--- config.mk ---
export PLATFORM = sky130hd
export DESIGN_NAME = program_loader_flat
export DESIGN_NICKNAME = d
export VERILOG_FILES = /design/src/rtl/loader_pkg.sv /design/src/rtl/program_loader_if.sv /design/src/rtl/program_loader_word_assembler.sv /design/src/rtl/program_loader.sv /design/src/flat_wrapper.sv
export SDC_FILE = /design/constraint.sdc
export NUM_CORES = 1
export LEC_CHECK = 0
export CAP_MARGIN = 25
export CELL_PAD_IN_SITES_DETAIL_PLACEMENT = 0
export CELL_PAD_IN_SITES_GLOBAL_PLACEMENT = 2
export CORE_MARGIN = 1.5
export CORE_UTILIZATION = 35
export CTS_BUF_LIST = sky130_fd_sc_hd__clkbuf_8
export CTS_CLUSTER_SIZE = 25
export DETAILED_ROUTE_END_ITERATION = 8
export GPL_TIMING_DRIVEN = 0
export MAX_ROUTING_LAYER = met4
export PLACE_DENSITY_LB_ADDON = 0.1
export SYNTH_ARGS = -nofsm -noshare
export SYNTH_HDL_FRONTEND = slang
export SYNTH_SLANG_ARGS = --single-unit
--- constraint.sdc ---
create_clock -name clk -period 2.8 [get_ports clk]
set_input_delay 0.42 -clock clk [delete_from_list [all_inputs] [get_ports clk]]
set_output_delay 0.42 -clock clk [all_outputs]
set_load 0.05 [all_outputs]
--- src/rtl/loader_pkg.sv ---
// Shared definitions for the program loader.
// Holds the loader FSM state encoding and the word geometry:
//   DATA_W         - instruction word width in bits (fixed at 16)
//   BYTES_PER_WORD - bytes streamed per instruction word (low byte first)
package loader_pkg;

  localparam int DATA_W         = 16;
  localparam int BYTES_PER_WORD = 2;

  typedef enum logic [2:0] {
    S_IDLE   = 3'd0,
    S_LEN_LO = 3'd1,
    S_LEN_HI = 3'd2,
    S_DAT_LO = 3'd3,
    S_DAT_HI = 3'd4,
    S_WRITE  = 3'd5,
    S_DONE   = 3'd6,
    S_ERROR  = 3'd7
  } state_t;

endpackage

--- src/rtl/program_loader_if.sv ---
// Byte-stream input and instruction-memory write bus of the program loader.
// Signals:
//   in_valid  - upstream byte valid
//   in_data   - upstream byte
//   in_ready  - loader accepts a byte (transfer when in_valid && in_ready)
//   mem_we    - one-cycle write strobe per assembled word
//   mem_addr  - word address of the write
//   mem_wdata - 16-bit word of the write
// Modports: master = the loader, slave = the source/memory side.
interface program_loader_if #(
  parameter int ADDR_W = 8
);
  import loader_pkg::*;

  logic                in_valid;
  logic [7:0]          in_data;
  logic                in_ready;
  logic                mem_we;
  logic [ADDR_W-1:0]   mem_addr;
  logic [DATA_W-1:0]   mem_wdata;

  modport master (
    input  in_valid, in_data,
    output in_ready, mem_we, mem_addr, mem_wdata
  );

  modport slave (
    output in_valid, in_data,
    input  in_ready, mem_we, mem_addr, mem_wdata
  );

endinterface

--- src/rtl/program_loader_word_assembler.sv ---
// word_assembler: collects the low and high byte of an instruction word.
// Ports:
//   clk, reset - clock and asynchronous active-low reset
//   lo_en      - capture in_data as the low byte
//   hi_en      - capture in_data as the high byte and publish the word
//   in_data    - incoming byte
//   word       - last completed word {hi, lo}
module word_assembler
  import loader_pkg::*;
(
  input  logic              clk,
  input  logic              reset,
  input  logic              lo_en,
  input  logic              hi_en,
  input  logic [7:0]        in_data,
  output logic [DATA_W-1:0] word
);

  logic [7:0]        lo_q;
  logic [DATA_W-1:0] word_q;

  // The published word only changes when the high byte lands, so it stays
  // stable while the next word's low byte is being collected.
  always_ff @(posedge clk or negedge reset) begin
    if (!reset) begin
      lo_q   <= '0;
      word_q <= '0;
    end else begin
      if (lo_en) lo_q <= in_data;
      if (hi_en) word_q <= {in_data, lo_q};
    end
  end

  assign word = word_q;

endmodule

--- src/rtl/program_loader.sv ---
// program_loader: receives a length-prefixed byte stream, writes the words
// into instruction memory and then releases the CPU.
// Stream: 16-bit word count N (lo, hi), then N words (lo, hi each).
// Ports:
//   clk     - clock, all state changes on the rising edge
//   reset   - asynchronous, active-low
//   start   - one-cycle pulse, begins a load from IDLE, DONE or ERROR
//   cpu_run - 1 only in DONE
//   busy    - 1 in any state other than IDLE, DONE or ERROR
//   err     - 1 only in ERROR (word count too large)
//   bus     - byte stream and memory write bus (master side)
module program_loader
  import loader_pkg::*;
#(
  parameter int ADDR_W = 8
) (
  input  logic             clk,
  input  logic             reset,
  input  logic             start,
  output logic             cpu_run,
  output logic             busy,
  output logic             err,
  program_loader_if.master bus
);

  // Largest legal word count is the full memory depth; 17 bits so that
  // ADDR_W = 16 still fits.
  localparam logic [16:0] MAX_WORDS = 17'(1) << ADDR_W;

  state_t            state_q, state_d;
  logic [7:0]        len_lo_q;
  logic [15:0]       n_q;
  logic [15:0]       count_q;
  logic [ADDR_W-1:0] addr_q;
  logic [ADDR_W-1:0] mem_addr_q;
  logic [15:0]       len_word;
  logic [15:0]       count_next;
  logic              xfer;
  logic              start_load;

  assign bus.in_ready = (state_q == S_LEN_LO) || (state_q == S_LEN_HI) ||
                        (state_q == S_DAT_LO) || (state_q == S_DAT_HI);
  assign xfer         = bus.in_valid && bus.in_ready;
  assign start_load   = start && ((state_q == S_IDLE) || (state_q == S_DONE) ||
                                  (state_q == S_ERROR));
  assign len_word     = {bus.in_data, len_lo_q};
  assign count_next   = count_q + 16'd1;

  // State register.
  always_ff @(posedge clk or negedge reset) begin
    if (!reset) state_q <= S_IDLE;
    else        state_q <= state_d;
  end

  // Next-state logic; the length decision uses the high byte as it arrives
  // so that DONE/ERROR is entered right after the second length byte.
  always_comb begin
    state_d = state_q;
    case (state_q)
      S_IDLE, S_DONE, S_ERROR: if (start_load) state_d = S_LEN_LO;
      S_LEN_LO: if (xfer) state_d = S_LEN_HI;
      S_LEN_HI: begin
        if (xfer) begin
          if (len_word == 16'd0)                 state_d = S_DONE;
          else if ({1'b0, len_word} > MAX_WORDS) state_d = S_ERROR;
          else                                   state_d = S_DAT_LO;
        end
      end
      S_DAT_LO: if (xfer) state_d = S_DAT_HI;
      S_DAT_HI: if (xfer) state_d = S_WRITE;
      S_WRITE:  state_d = (count_next == n_q) ? S_DONE : S_DAT_LO;
      default:  state_d = S_IDLE;
    endcase
  end

  // Length, word counter and address. The write address is captured with
  // the high byte so mem_addr holds its value between writes.
  always_ff @(posedge clk or negedge reset) begin
    if (!reset) begin
      len_lo_q   <= '0;
      n_q        <= '0;
      count_q    <= '0;
      addr_q     <= '0;
      mem_addr_q <= '0;
    end else begin
      if (start_load) begin
        count_q <= '0;
        addr_q  <= '0;
      end
      if (xfer && state_q == S_LEN_LO) len_lo_q <= bus.in_data;
      if (xfer && state_q == S_LEN_HI) n_q <= len_word;
      if (xfer && state_q == S_DAT_HI) mem_addr_q <= addr_q;
      if (state_q == S_WRITE) begin
        addr_q  <= addr_q + 1'b1;
        count_q <= count_next;
      end
    end
  end

  word_assembler u_word_assembler (
    .clk     (clk),
    .reset   (reset),
    .lo_en   (xfer && state_q == S_DAT_LO),
    .hi_en   (xfer && state_q == S_DAT_HI),
    .in_data (bus.in_data),
    .word    (bus.mem_wdata)
  );

  assign bus.mem_we   = (state_q == S_WRITE);
  assign bus.mem_addr = mem_addr_q;
  assign cpu_run      = (state_q == S_DONE);
  assign err          = (state_q == S_ERROR);
  assign busy         = !((state_q == S_IDLE) || (state_q == S_DONE) ||
                          (state_q == S_ERROR));

endmodule

--- src/flat_wrapper.sv ---
// flat-port wrapper written by rule: the top's interface ports become plain ports
module program_loader_flat import loader_pkg::*;
#(
  parameter int ADDR_W = 8
)
  (clk, reset, start, cpu_run, busy, err, bus_in_valid, bus_in_data, bus_in_ready, bus_mem_we, bus_mem_addr, bus_mem_wdata);
  program_loader_if #(.ADDR_W(ADDR_W)) bus_i ();
  input  logic clk;
  input  logic reset;
  input  logic start;
  output logic cpu_run;
  output logic busy;
  output logic err;
  input wire logic [$bits(bus_i.in_valid)-1:0] bus_in_valid;
  input wire logic [$bits(bus_i.in_data)-1:0] bus_in_data;
  output wire logic [$bits(bus_i.in_ready)-1:0] bus_in_ready;
  output wire logic [$bits(bus_i.mem_we)-1:0] bus_mem_we;
  output wire logic [$bits(bus_i.mem_addr)-1:0] bus_mem_addr;
  output wire logic [$bits(bus_i.mem_wdata)-1:0] bus_mem_wdata;
  assign bus_i.in_valid = bus_in_valid;
  assign bus_i.in_data = bus_in_data;
  assign bus_in_ready = bus_i.in_ready;
  assign bus_mem_we = bus_i.mem_we;
  assign bus_mem_addr = bus_i.mem_addr;
  assign bus_mem_wdata = bus_i.mem_wdata;
  program_loader #(.ADDR_W(ADDR_W)) u_core (.clk(clk), .reset(reset), .start(start), .cpu_run(cpu_run), .busy(busy), .err(err), .bus(bus_i));
endmodule
==> results_dict.tcl <==
set metrics [dict create \
    rsz0062_at_grt "no" \
    track_usage_pct 18.3 \
    use_met1_pct 23.7 \
    total_power_mw 5.13 \
    slowest_stage "dlygate4sd2_1" \
    die_w_um 110 \
    drive_above_1_share_pct 21.6 \
    ys_types 45 \
    cts_tree "built" \
    pwr_density_cell_mw_per_mm2 1060 \
    n_antenna_cell 0 \
    holdCritPathClass "input port to async pin" \
    core_area_mm2 0.0110 \
    grt_start_max_net_pins 71 \
    insertion_delay_ps 370 \
    cts_sinks 83 \
    avgSynthCellArea_um2 11.2 \
    antenna_found_initial 0 \
    reg2reg_slack_ps 360 \
    skew_ps 10.7 \
    htreeDepth 3 \
    die_area_mm2 0.0122 \
    reg2reg_depth 7 \
    maxCapViolCount 0 \
    place.gp.congestion 0.778 \
    yosysWarnings 0 \
    cts_buffers 9 \
    worstSetupPathType "flop to output port" \
    fin_ws_ps 205 \
    num-fill-cells 1112 \
    drt_iter0_drc 116 \
    ys_top_cells_by_area "dfrtp_1, mux2_2, o21ai_0" \
    arrival_ps 2170 \
    synth_top_area_share_pct 51.6 \
    finalCritPeriodShare_pct 92.7 \
    grt_pass1_vias 2983 \
    pre_cts_ws_ps -309 \
    synth_fp_nets 374 \
    start_util_pct 36.5 \
    worst_slew_pin_slew_ps 877 \
    grtUsageMet2_pct 28.0 \
    r2r-end "u_core.state_q[0]" \
    fin_area_mm2 0.00483 \
    irDropWorstVdd_mv 0.567 \
    synth_cells 360 \
    relSlewSlack_pct 41.1 \
    drtPass1Iterations 5 \
    fmax_mhz 385 \
    crit_chain "clkbuf_1 -> buf_1 -> nor3_1 -> a21oi_1 -> dlygate4sd2_1" \
    numPortBuffers 40 \
    fin_crit_ps 2590 \
    synth_edf_count 0 \
    drtAntennaViolNets 0 \
    async_flop_share_pct 100 \
    rows 38 \
    cp-start-kind "flop" \
    die_h_um 110 \
    setup_violations 0 \
    cts_root_buf "clkbuf_8" \
    dpl_cell_area_mm2 0.00463 \
    leakagePower_nw 2.03 \
    synth-seq-cells 83 \
    clockBufferDepth 2 \
    ys_seq_area_share_pct 51.6 \
    grt-ovfl-total 0 \
    syn_to_final_growth_pct 20.0 \
    grt_util_met3_pct 3.41 \
    max_stage_delay_ps 530 \
    avgRoutedWirePerCell_um 17.4 \
    viasPerCell 5.31 \
    finalHoldViolations 0 \
    slew_viol_final 0 \
    dp.final_hpwl_um 6900 \
    status "finished, final reports clean" \
    crit_fanout 10 \
    wirelength_um 9690 \
    synth_ff_type "dfrtp_1" \
    drc 0 \
    busiest_layer "met2" \
    path_clk_slew_ps 90 \
    netlist_area_mm2 0.00403 \
    grt_pass1_wl_um 15900 \
    cp-end-kind "output port" \
    vias 2955 \
    r2r-start "u_core.count_q[0]" \
    nets 426 \
    synth_top_area_cell "dfrtp_1" \
    io_pins 41 \
    cp.required_ps 2380 \
]
==> worst max-delay path, delay by kind of cell, from the launching register on <==
kind	cells	cell delay, ps
flops	1	330
simple gates	1	110
compound gates	1	120
buf+inv	3	1230
==> layout make-up <==
cell class	count	area (um2)	area share [%]
flip-flops and latches	83	2080	43.0
multi-input cells	255	1860	38.5
repair buffers	42	425	8.81
well taps	140	175	3.63
clock buffers	10	138	2.85
plain buffers	19	78.8	1.63
clock inverters	6	65.1	1.35
inverters	2	11.3	0.233
==> where the power goes <==
part	internal [mW]	switching [mW]
logic	0.942	1.37
registers	1.63	0.285
clock network	0.438	0.466
==> synthesized netlist by cell type, types with 2 or more instances <==
library cell and n:
o2111ai_1 2, xnor2_1 19, nor4_1 3, dfrtp_1 83, nor2_1 23, nand2_1 27, mux2_2 58, xor2_1 6
buf_2 5, ha_1 2, a22o_1 2, nand4_1 6, and2_1 2, and3_1 8, clkbuf_1 11, or4_1 3
nand3_1 7, o21ai_0 39, nor3_1 7, a31oi_1 6, o31ai_1 6, inv_1 2, and4_1 2, a21oi_1 6
a211oi_1 2, nor2b_1 2, buf_1 3
==> repair_timing <==
action,CTS,global route
hold buffers,1,0
endpoints found under the hold margin,13,0
setup endpoints to repair,5,1
setup buffers,0,0
resized for setup,6,2
==> sequential cells by signal, indices dropped and copies added, names as in the netlist <==
name	flops
u_core.count_q	16
u_core.n_q	16
u_core.u_word_assembler.word	16
u_core.addr_q	8
u_core.bus.mem_addr	8
u_core.len_lo_q	8
u_core.u_word_assembler.lo_q	8
u_core.state_q	3
==> logic make-up after synthesis <==
| group | Yosys count | share of synthesized area (%) |
|---|---|---|
| DFF | 83 | 51.6 |
| xor gates and xnor gates | 25 | 5.44 |
| AOI/OAI and AO/OA | 67 | 9.73 |
| muxes | 58 | 16.2 |
| adders and majority gates | 2 | 0.622 |
| and+or+nand+nor | 103 | 14.1 |
| buffers and inverters | 22 | 2.24 |
==> layer usage <==
metal  routed length (um)  up-vias
met5                    0        -
met4                  159        0
met3                  244        9
met2                 4600       38
met1                 4690     1501
li1                     -     1407
==> how the worst max path moves through the flow <==
| stage | start | cells after the start | endpoint |
|---|---|---|---|
| 4_1_cts | u_core.state_q[0] | 5 | bus_mem_we |
| 2_1_floorplan | u_core.state_q[2] | 4 | busy |
| 3_3_place_gp | reset | 1 | u_core.bus.mem_addr[7] |
| 5_1_grt | u_core.state_q[2] | 5 | busy |
| 6_report | u_core.state_q[2] | 5 | busy |
| 3_5_place_dp | u_core.state_q[0] | 6 | bus_mem_we |
==> cells in the final DEF, fill, tap and decap left out, types with 3 or more instances in the layout <==
master           Yosys  routed
clkbuf_8             0      10
dlygate4sd2_1        0       4
or4_1                3       3
nand4_1              6       6
o31ai_1              6       6
nor4_1               3       3
and3_1               8       8
buf_2                5       5
a21oi_1              6       6
nand3_1              7       7
xnor2_1             19      19
o21ai_0             39      39
nand2_1             27      27
mux2_2              58      58
clkbuf_1            11      11
dfrtp_1             83      83
nor2_1              23      23
a31oi_1              6       6
xor2_1               6       6
nor3_1               7       7
clkdlybuf4s50_1      0      34
==> through the flow <==
| stage | instances | TNS (ps) | utilization, % | hold slack [ps] |
|---|---|---|---|---|
| 2_1_floorplan | 360 | 0 | - | 124 |
| 3_3_place_gp | 540 | -156810 | 41.7 | 479 |
| 3_5_place_dp | 541 | -309 | 41.9 | 299 |
| 4_1_cts | 557 | 0 | 43.8 | 436 |
| 5_1_grt | 557 | 0 | 43.8 | 467 |
| 6_report | 557 | 0 | 43.8 | 436 |
(Power assumes the default switching activity.)
==> edit (same flow settings) <==
`ADDR_W` is set to 8 in 3 places; all go to 7.
--- a/src/rtl/program_loader_if.sv
+++ b/src/rtl/program_loader_if.sv
@@ -10,3 +10,3 @@
 interface program_loader_if #(
-  parameter int ADDR_W = 8
+  parameter int ADDR_W = 7
 );
--- a/src/rtl/program_loader.sv
+++ b/src/rtl/program_loader.sv
@@ -14,3 +14,3 @@
 #(
-  parameter int ADDR_W = 8
+  parameter int ADDR_W = 7
 ) (
--- a/src/flat_wrapper.sv
+++ b/src/flat_wrapper.sv
@@ -3,3 +3,3 @@
 #(
-  parameter int ADDR_W = 8
+  parameter int ADDR_W = 7
 )
Interface: changed (resized bus_mem_addr); port bits go from 41 to 40. The function was not compared with the original's and may differ.
==> edit against the unedited design <==
  * Setup slack got worse by 0.040 ns
  * Design area increased by 0.44%
  * Clock skew is 0.0018 ns higher
  * Combinational power down 6%
  * Wire length rose by 1.2%
  * Register-to-register slack got worse by 0.12 ns
  * Synthesized area decreased by 0.40%
  * Power fell by 2.1%
  * Sequential cell count down 2
==> edit: results <==
metrics = {
    "cells_and_area": {
        "seq_cells": 81,
        "clock_cell_area_share_pct": 4.51,
        "final_layout_size_suffix_gt1_share_pct": 23.2,
        "buffer_area_share_pct": 10.7,
        "inv_count": 5,
        "fin_nets": 431,
        "syn_to_final_growth_pct": 21.0,
        "nMultiInputCombCells": 260,
        "n_all_buffers": 60,
        "multi_input_area_share_pct": 38.9,
    },
    "routing": {
        "via_per_inst": 5.23,
        "drt-initial-drc-count": 133,
        "routed_wirelength_mm": 9.80,
    },
    "setup_path": {
        "worstSetupEndpoint": "bus_in_ready",
        "cp-startpoint": "u_core.state_q[1]",
        "r2r-start": "u_core.count_q[1]",
        "crit_arrival_ns": 2.21,
        "cpPeakStageDelay_ns": 0.80,
        "cp_slowest_cell": "clkdlybuf4s50_1",
    },
    "cts": {
        "cts_resized": 4,
        "post-cts-setup-buffer-count": 1,
    },
    "place": {
        "io_buffers": 39,
        "place_ws_ns": -0.533,
        "routabilityCongestion": 0.836,
        "place_area_um2": 4600,
    },
    "logic_synthesis": {
        "synth_common_cells": "81 x dfrtp_1, 55 x mux2_2, 35 x o21ai_0",
        "ys_seq_area_share_pct": 50.6,
        "synthTopCellsByArea": "dfrtp_1 51%, mux2_2 15%, o21ai_0 4.4%, nand2_1 2.9%, xnor2_1 2.6%",
        "synth_mux_area_share_pct": 15.7,
        "synth_compound_area_share_pct": 11.1,
        "syn-num-nets": 379,
        "yosys.cell_types.count": 50,
    },
    "sta": {
        "skew_ns": 0.0126,
        "holdWs_ns": 0.503,
        "tightest_slew_ns": 0.735,
    },
    "global_routing": {
        "grt_use_total_pct": 18.4,
        "grt_max_degree": 56,
    },
    "status": {
        "outcome": "finished, final reports clean",
    },
    "pwr": {
        "irDropWorstVdd_mv": 0.554,
        "p_leak_nw": 2.04,
    },
    "hold_path": {
        "hold_path_class": "reg -> reg",
    },
}
## edit: changes by cell type in the layout (fill, tap and decap cells not counted), moves of 4 or more
cell / unedited run / this run
buf_2: 5 / 10
nand2_1: 27 / 31
nor4_1: 3 / 8
o21ai_0: 39 / 35
xnor2_1: 19 / 12
dlygate4sd2_1: 4 / 0
## edit: layer usage
| layer | global-route usage, % | part of all wire (%) |
|---|---|---|
| met1 | 25.4 | 49 |
| met2 | 26.5 | 45 |
| met3 | 4.94 | 4.7 |
| met4 | 5.19 | 1.8 |
| met5 | - | 0 |
## edit: power breakdown
group	leakage [nW]	switching [mW]	internal, mW	total [mW]
clock	0.111	0.499	0.440	0.939
sequential	1.03	0.340	1.58	1.92
combinational	0.896	1.25	0.917	2.17
## edit: cells by family after synthesis
kind of cell / count (synthesis)
xor+xnor: 21
mux: 56
buf+inv: 24
fa+ha+maj: 3
simple gates: 109
flops: 81
compound gates: 71
